`src/rtl/csp_stage_seq_pkg.sv`:
```
// Shared types for the CSP stage sequencer: FSM states, engine stage codes,
// res_iter width and a saturating increment helper.
package csp_pkg;

    localparam int unsigned RES_ITER_W = 8;

    typedef enum logic [1:0] {
        ST_IDLE,
        ST_ISSUE,
        ST_WAIT,
        ST_DONE
    } state_t;

    typedef enum logic [1:0] {
        STG_CBS1 = 2'd0,
        STG_RES  = 2'd1,
        STG_CBS2 = 2'd2,
        STG_CBSO = 2'd3
    } stage_t;

    function automatic logic [RES_ITER_W-1:0] sat_inc(input logic [RES_ITER_W-1:0] v);
        return (v == '1) ? v : v + 1'b1;
    endfunction

endpackage

```
`src/rtl/csp_stage_seq_timer.sv`:
```
// WAIT-cycle watchdog for csp_stage_seq; only built with CSP_SEQ_TIMEOUT_EN.
// expired is high during the TIMEOUT-th enabled cycle after clear.
module stage_timer
    import csp_pkg::*;
#(
    parameter int unsigned TIMEOUT = 1024
) (
    input  logic clk,
    input  logic reset,
    input  logic clear,
    input  logic enable,
    output logic expired
);

    localparam int unsigned CNT_W = (TIMEOUT > 2) ? $clog2(TIMEOUT) : 1;
    localparam logic [CNT_W-1:0] LAST = CNT_W'(TIMEOUT - 1);

    logic [CNT_W-1:0] cnt;

    always_ff @(posedge clk or negedge reset) begin
        if (!reset) begin
            cnt <= '0;
        end else if (clear) begin
            cnt <= '0;
        end else if (enable && (cnt != LAST)) begin
            cnt <= cnt + 1'b1;
        end
    end

    assign expired = enable && (cnt == LAST);

endmodule

```
`src/rtl/csp_stage_seq.sv`:
```
// Sequences CBS1 -> RES x N_RES -> CBS2 -> CBSO through a shared engine.
// Optional WAIT watchdog enabled by defining CSP_SEQ_TIMEOUT_EN.
module csp_stage_seq
    import csp_pkg::*;
#(
    parameter int unsigned N_RES   = 1,
    parameter int unsigned TIMEOUT = 1024
) (
    input  logic                  clk,
    input  logic                  reset,
    input  logic                  start,
    output logic                  busy,
    output logic                  done,
    output logic                  eng_start,
    output logic [1:0]            eng_sel,
    input  logic                  eng_done,
    output logic                  buf_wr_en,
    output logic [1:0]            buf_sel,
    output logic [RES_ITER_W-1:0] res_iter,
    output logic                  err
);

    if (N_RES > 255) begin : g_bad_n_res
        $error("csp_stage_seq: N_RES must be in 0..255");
    end
    if (TIMEOUT < 2) begin : g_bad_timeout
        $error("csp_stage_seq: TIMEOUT must be at least 2");
    end

    localparam logic [RES_ITER_W-1:0] N_RES_B = RES_ITER_W'(N_RES);

    state_t state;
    stage_t stage;

    assign eng_sel = stage;

`ifdef CSP_SEQ_TIMEOUT_EN
    logic expired;

    stage_timer #(.TIMEOUT(TIMEOUT)) u_timer (
        .clk     (clk),
        .reset   (reset),
        .clear   (state == ST_ISSUE),
        .enable  (state == ST_WAIT),
        .expired (expired)
    );
`else
    assign err = 1'b0;
`endif

    always_ff @(posedge clk or negedge reset) begin
        if (!reset) begin
            state     <= ST_IDLE;
            stage     <= STG_CBS1;
            res_iter  <= '0;
            busy      <= 1'b0;
            done      <= 1'b0;
            eng_start <= 1'b0;
            buf_wr_en <= 1'b0;
            buf_sel   <= '0;
`ifdef CSP_SEQ_TIMEOUT_EN
            err       <= 1'b0;
`endif
        end else begin
            eng_start <= 1'b0;
            done      <= 1'b0;
            buf_wr_en <= 1'b0;
            case (state)
                ST_IDLE: begin
                    if (start) begin
                        state     <= ST_ISSUE;
                        stage     <= STG_CBS1;
                        res_iter  <= '0;
                        busy      <= 1'b1;
                        eng_start <= 1'b1;
`ifdef CSP_SEQ_TIMEOUT_EN
                        err       <= 1'b0;
`endif
                    end
                end
                ST_ISSUE: state <= ST_WAIT;
                ST_WAIT: begin
                    // Completion wins over a coincident timeout.
                    if (eng_done) begin
                        buf_wr_en <= 1'b1;
                        buf_sel   <= stage;
                        if (stage == STG_CBSO) begin
                            state <= ST_DONE;
                            done  <= 1'b1;
                        end else begin
                            state     <= ST_ISSUE;
                            eng_start <= 1'b1;
                            case (stage)
                                STG_CBS1: stage <= (N_RES == 0) ? STG_CBS2 : STG_RES;
                                STG_RES: begin
                                    res_iter <= sat_inc(res_iter);
                                    stage    <= (sat_inc(res_iter) >= N_RES_B) ? STG_CBS2 : STG_RES;
                                end
                                default: stage <= STG_CBSO;
                            endcase
                        end
                    end
`ifdef CSP_SEQ_TIMEOUT_EN
                    else if (expired) begin
                        state <= ST_IDLE;
                        busy  <= 1'b0;
                        err   <= 1'b1;
                    end
`endif
                end
                ST_DONE: begin
                    state <= ST_IDLE;
                    busy  <= 1'b0;
                end
                default: state <= ST_IDLE;
            endcase
        end
    end

endmodule
```
`config.mk`:
```
export PLATFORM = sky130hd
export DESIGN_NAME = csp_stage_seq
export DESIGN_NICKNAME = d
export VERILOG_FILES = /design/src/rtl/csp_stage_seq_pkg.sv /design/src/rtl/csp_stage_seq_timer.sv /design/src/rtl/csp_stage_seq.sv
export SDC_FILE = /design/constraint.sdc
export NUM_CORES = 1
export LEC_CHECK = 0
export ABC_AREA = 1
export BUFFER_PORTS_ARGS = -buffer_cell sky130_fd_sc_hd__buf_2
export CELL_PAD_IN_SITES_DETAIL_PLACEMENT = 1
export CELL_PAD_IN_SITES_GLOBAL_PLACEMENT = 2
export CORE_MARGIN = 4
export CORE_UTILIZATION = 30
export DETAILED_ROUTE_END_ITERATION = 12
export GPL_ROUTABILITY_DRIVEN = 0
export PLACE_DENSITY_LB_ADDON = 0.05
export SLEW_MARGIN = 25
export SYNTH_ARGS = -nofsm -noshare
export SYNTH_HDL_FRONTEND = slang
export SYNTH_SLANG_ARGS = --single-unit
```
`constraint.sdc`:
```
create_clock -name clk -period 3.3 [get_ports clk]
set_input_delay 0.165 -clock clk [delete_from_list [all_inputs] [get_ports clk]]
set_output_delay 0.165 -clock clk [all_outputs]
set_load 0.01 [all_outputs]
```
==> summary.txt <==
Layout
  • Commonest cells after routing, fill and taps aside: nand2_1, inv_1, buf_2
  • Nets: 151
  • Ant. Diodes: 0
  • Fillers: 397
  • Multi-input gate area in the final layout: 470 um^2
  • Most common cell after layout, fill and taps aside: nand2_1
  • Syn-to-layout area delta: 16.2%
  • Register area: 450 um^2
  • Finished Cell Area: 1180 um^2
  • Ratio of cells with drive above 1 in the final layout: 26.4%

STA
  • Max-slew violations: 0
  • Crit share post-route: 50.4%
  • Setup total negative slack: 0 ps
  • Final Skew: 2.10 ps
  • Final Hold Fails: 0
  • Post-layout min period: 1660 ps
  • Fmax achieved: 601 MHz
  • Final setup fails: 0
  • RSZ-0062 raised after global routing: no

CTS
  • Skew-Pair Late Insertion Delay: 290 ps
  • Clock Tree Root: clkbuf_4
  • CTS tree: built
  • H-Tree Depth: 1
  • Clk slew on worst S/H paths: 90 ps
  • Clock net sink count: 18
  • CTS buffer count: 3
  • Max Root-Sink Buffers: 2
  • Post-CTS Resized: 0

Synthesis
  • Main synth FF type: dfrtp_1
  • Mean post-synth cell area: 8.25 um^2
  • EDFF count, synth: 0
  • Yosys warns: 0
  • Post-Syn Nets: 128
  • Number of distinct library cells after synthesis: 26
  • Synth top area share: 44.4%
  • Register area share after synthesis: 44.4%
  • Cell Area, Synth: 1010 um^2
  • Most area-consuming cells after synthesis: dfrtp_1, nand2_1, inv_1
  • Cell taking the most area after synthesis: dfrtp_1
  • Syn Inst Count: 123
  • FF+latch count, synth: 18
  • Asr flop ratio synth: 100%

GRT
  • Grt ovf: 0
  • Largest net degree at the start of global routing: 19
  • Vias in the first global route: 914
  • Total GRT Usage: 13.2%
  • First-pass GRT wire length: 4290 um
  • Initial antenna violation count: 0

Floorplanning
  • Core ar.: 3150 um^2
  • Ports: 21
  • Die width: 66.2 um
  • FP Rows: 20
  • Die area: 4380 um^2
  • Initial Util: 32.2%
  • Die Y-Extent: 66.2 um

Placement
  • Port Buffers: 19
  • DP Wirelength: 2000 um
  • Placed Area: 1150 um^2

Run status
  • Status: complete, no violations

Drt
  • Drt drc: 0
  • Via Count: 863
  • Vias per inst: 4.59
  • First DRT Iteration DRCs: 48
  • Post-route ant nets: 0
  • First-pass detailed-route iteration total: 4
  • Drt total wl: 2490 um
  • DR WL/cell: 13.2 um

Power and ir drop
  • Power after layout: 701 uW
  • Power per cell area: 595 nW/um^2
  • Pleak: 0.000582 uW
  • VDD IR max: 0.324 mV

Run
  • Max-cap violations: 0

Worst setup path
  • Crit path launch type: register
  • Endpoint type of the worst setup path: register
  • CP Data Required Time: 3470 ps
  • Crit Path Category: reg -> reg
  • Worst-path fanout max: 9
  • CP arrival: 1840 ps

Min path
  • Worst Hold Class: in -> reg
## synthesized netlist by cell type (2+ instances only)
cell	instances
nand2_1	24
inv_1	20
dfrtp_1	18
nand3_1	13
o21ai_0	9
nand2_2	5
nor2_1	4
nor2_2	4
o22ai_1	4
nand3_2	3
a21oi_1	2
nor2_4	2
xor2_1	2
## routing by layer
layer,track usage [%],wire [um]
met1,18.8,1270
met2,19.2,1080
met5,0,0
met3,4.59,121
met4,2.28,13
## state kept, by name (all words and copies together), names as in the netlist
signal and count:
buf_sel 2, buf_wr_en 1, busy 1, done 1, eng_sel 2, eng_start 1, res_iter 8, state 2
## timing repair
action                                 4_1_cts  5_1_grt
hold buffers                                 1        0
endpoints found under the hold margin       18        0
buffers inserted                             0        0
## through the flow
step	utilization (%)	hold WS [ps]	instances	worst slack, ps
global placement	36.3	114	184	1620
detailed placement	36.3	116	184	1630
global route	37.4	113	188	1470
CTS	37.4	104	188	1610
finish	37.4	108	188	1640
floorplan	-	-131	123	1810
## where the power goes
group	switching, uW	total (uW)	internal (uW)
clock network	60.6	103	42.4
logic	179	277	98.0
registers	49.2	321	272
total	288	701	413
## cell families (layout without fill, tap and decap cells)
group / count (synthesis) / in the layout / synth area share [%]
fa+ha+maj: 1 / 1 / 1.23
xor+xnor: 3 / 3 / 2.59
simple gates: 58 / 58 / 29.7
compound gates: 20 / 20 / 12.5
flops: 18 / 18 / 44.4
other cells: 1 / 1 / 0.370
buf+inv: 22 / 43 / 9.25
## worst paths after layout
check	startpoint	to	slack, ps	cells after the start
worst max-delay path	res_iter[0]$_DFFE_PN0P_	eng_sel[1]$_DFFE_PN0P_	1640	11
worst min-delay path	eng_done	state[1]$_DFFE_PN0P_	110	2
worst max register to register	res_iter[0]$_DFFE_PN0P_	eng_sel[1]$_DFFE_PN0P_	1640	11
worst min register to register	buf_sel[0]$_DFFE_PN0P_	buf_sel[0]$_DFFE_PN0P_	470	2
max in group asynchronous	reset	eng_sel[0]$_DFFE_PN0P_	2670	2
min in group asynchronous	reset	eng_sel[1]$_DFFE_PN0P_	350	2
## worst max-delay path: stages (launching register included)
cell     delay, ps
dfrtp_1        450
ha_1           280
nand2_2        130
nor2_4          60
nand2_4        120
nand2_2         60
nand2_2         70
nand2_2         50
nor2_2          90
nand3_2         90
nand3_1         80
o21ai_1         70
## final cells by class
type / count / share of cell area [%]
Inverter: 20 / 6.37
Timing Repair Buffer: 20 / 8.92
Multi-Input combinational cell: 83 / 39.9
Clock buffer: 3 / 1.91
Tap cell: 44 / 4.67
Sequential cell: 18 / 38.2
No activity file was read; power rests on OpenSTA's default activity.
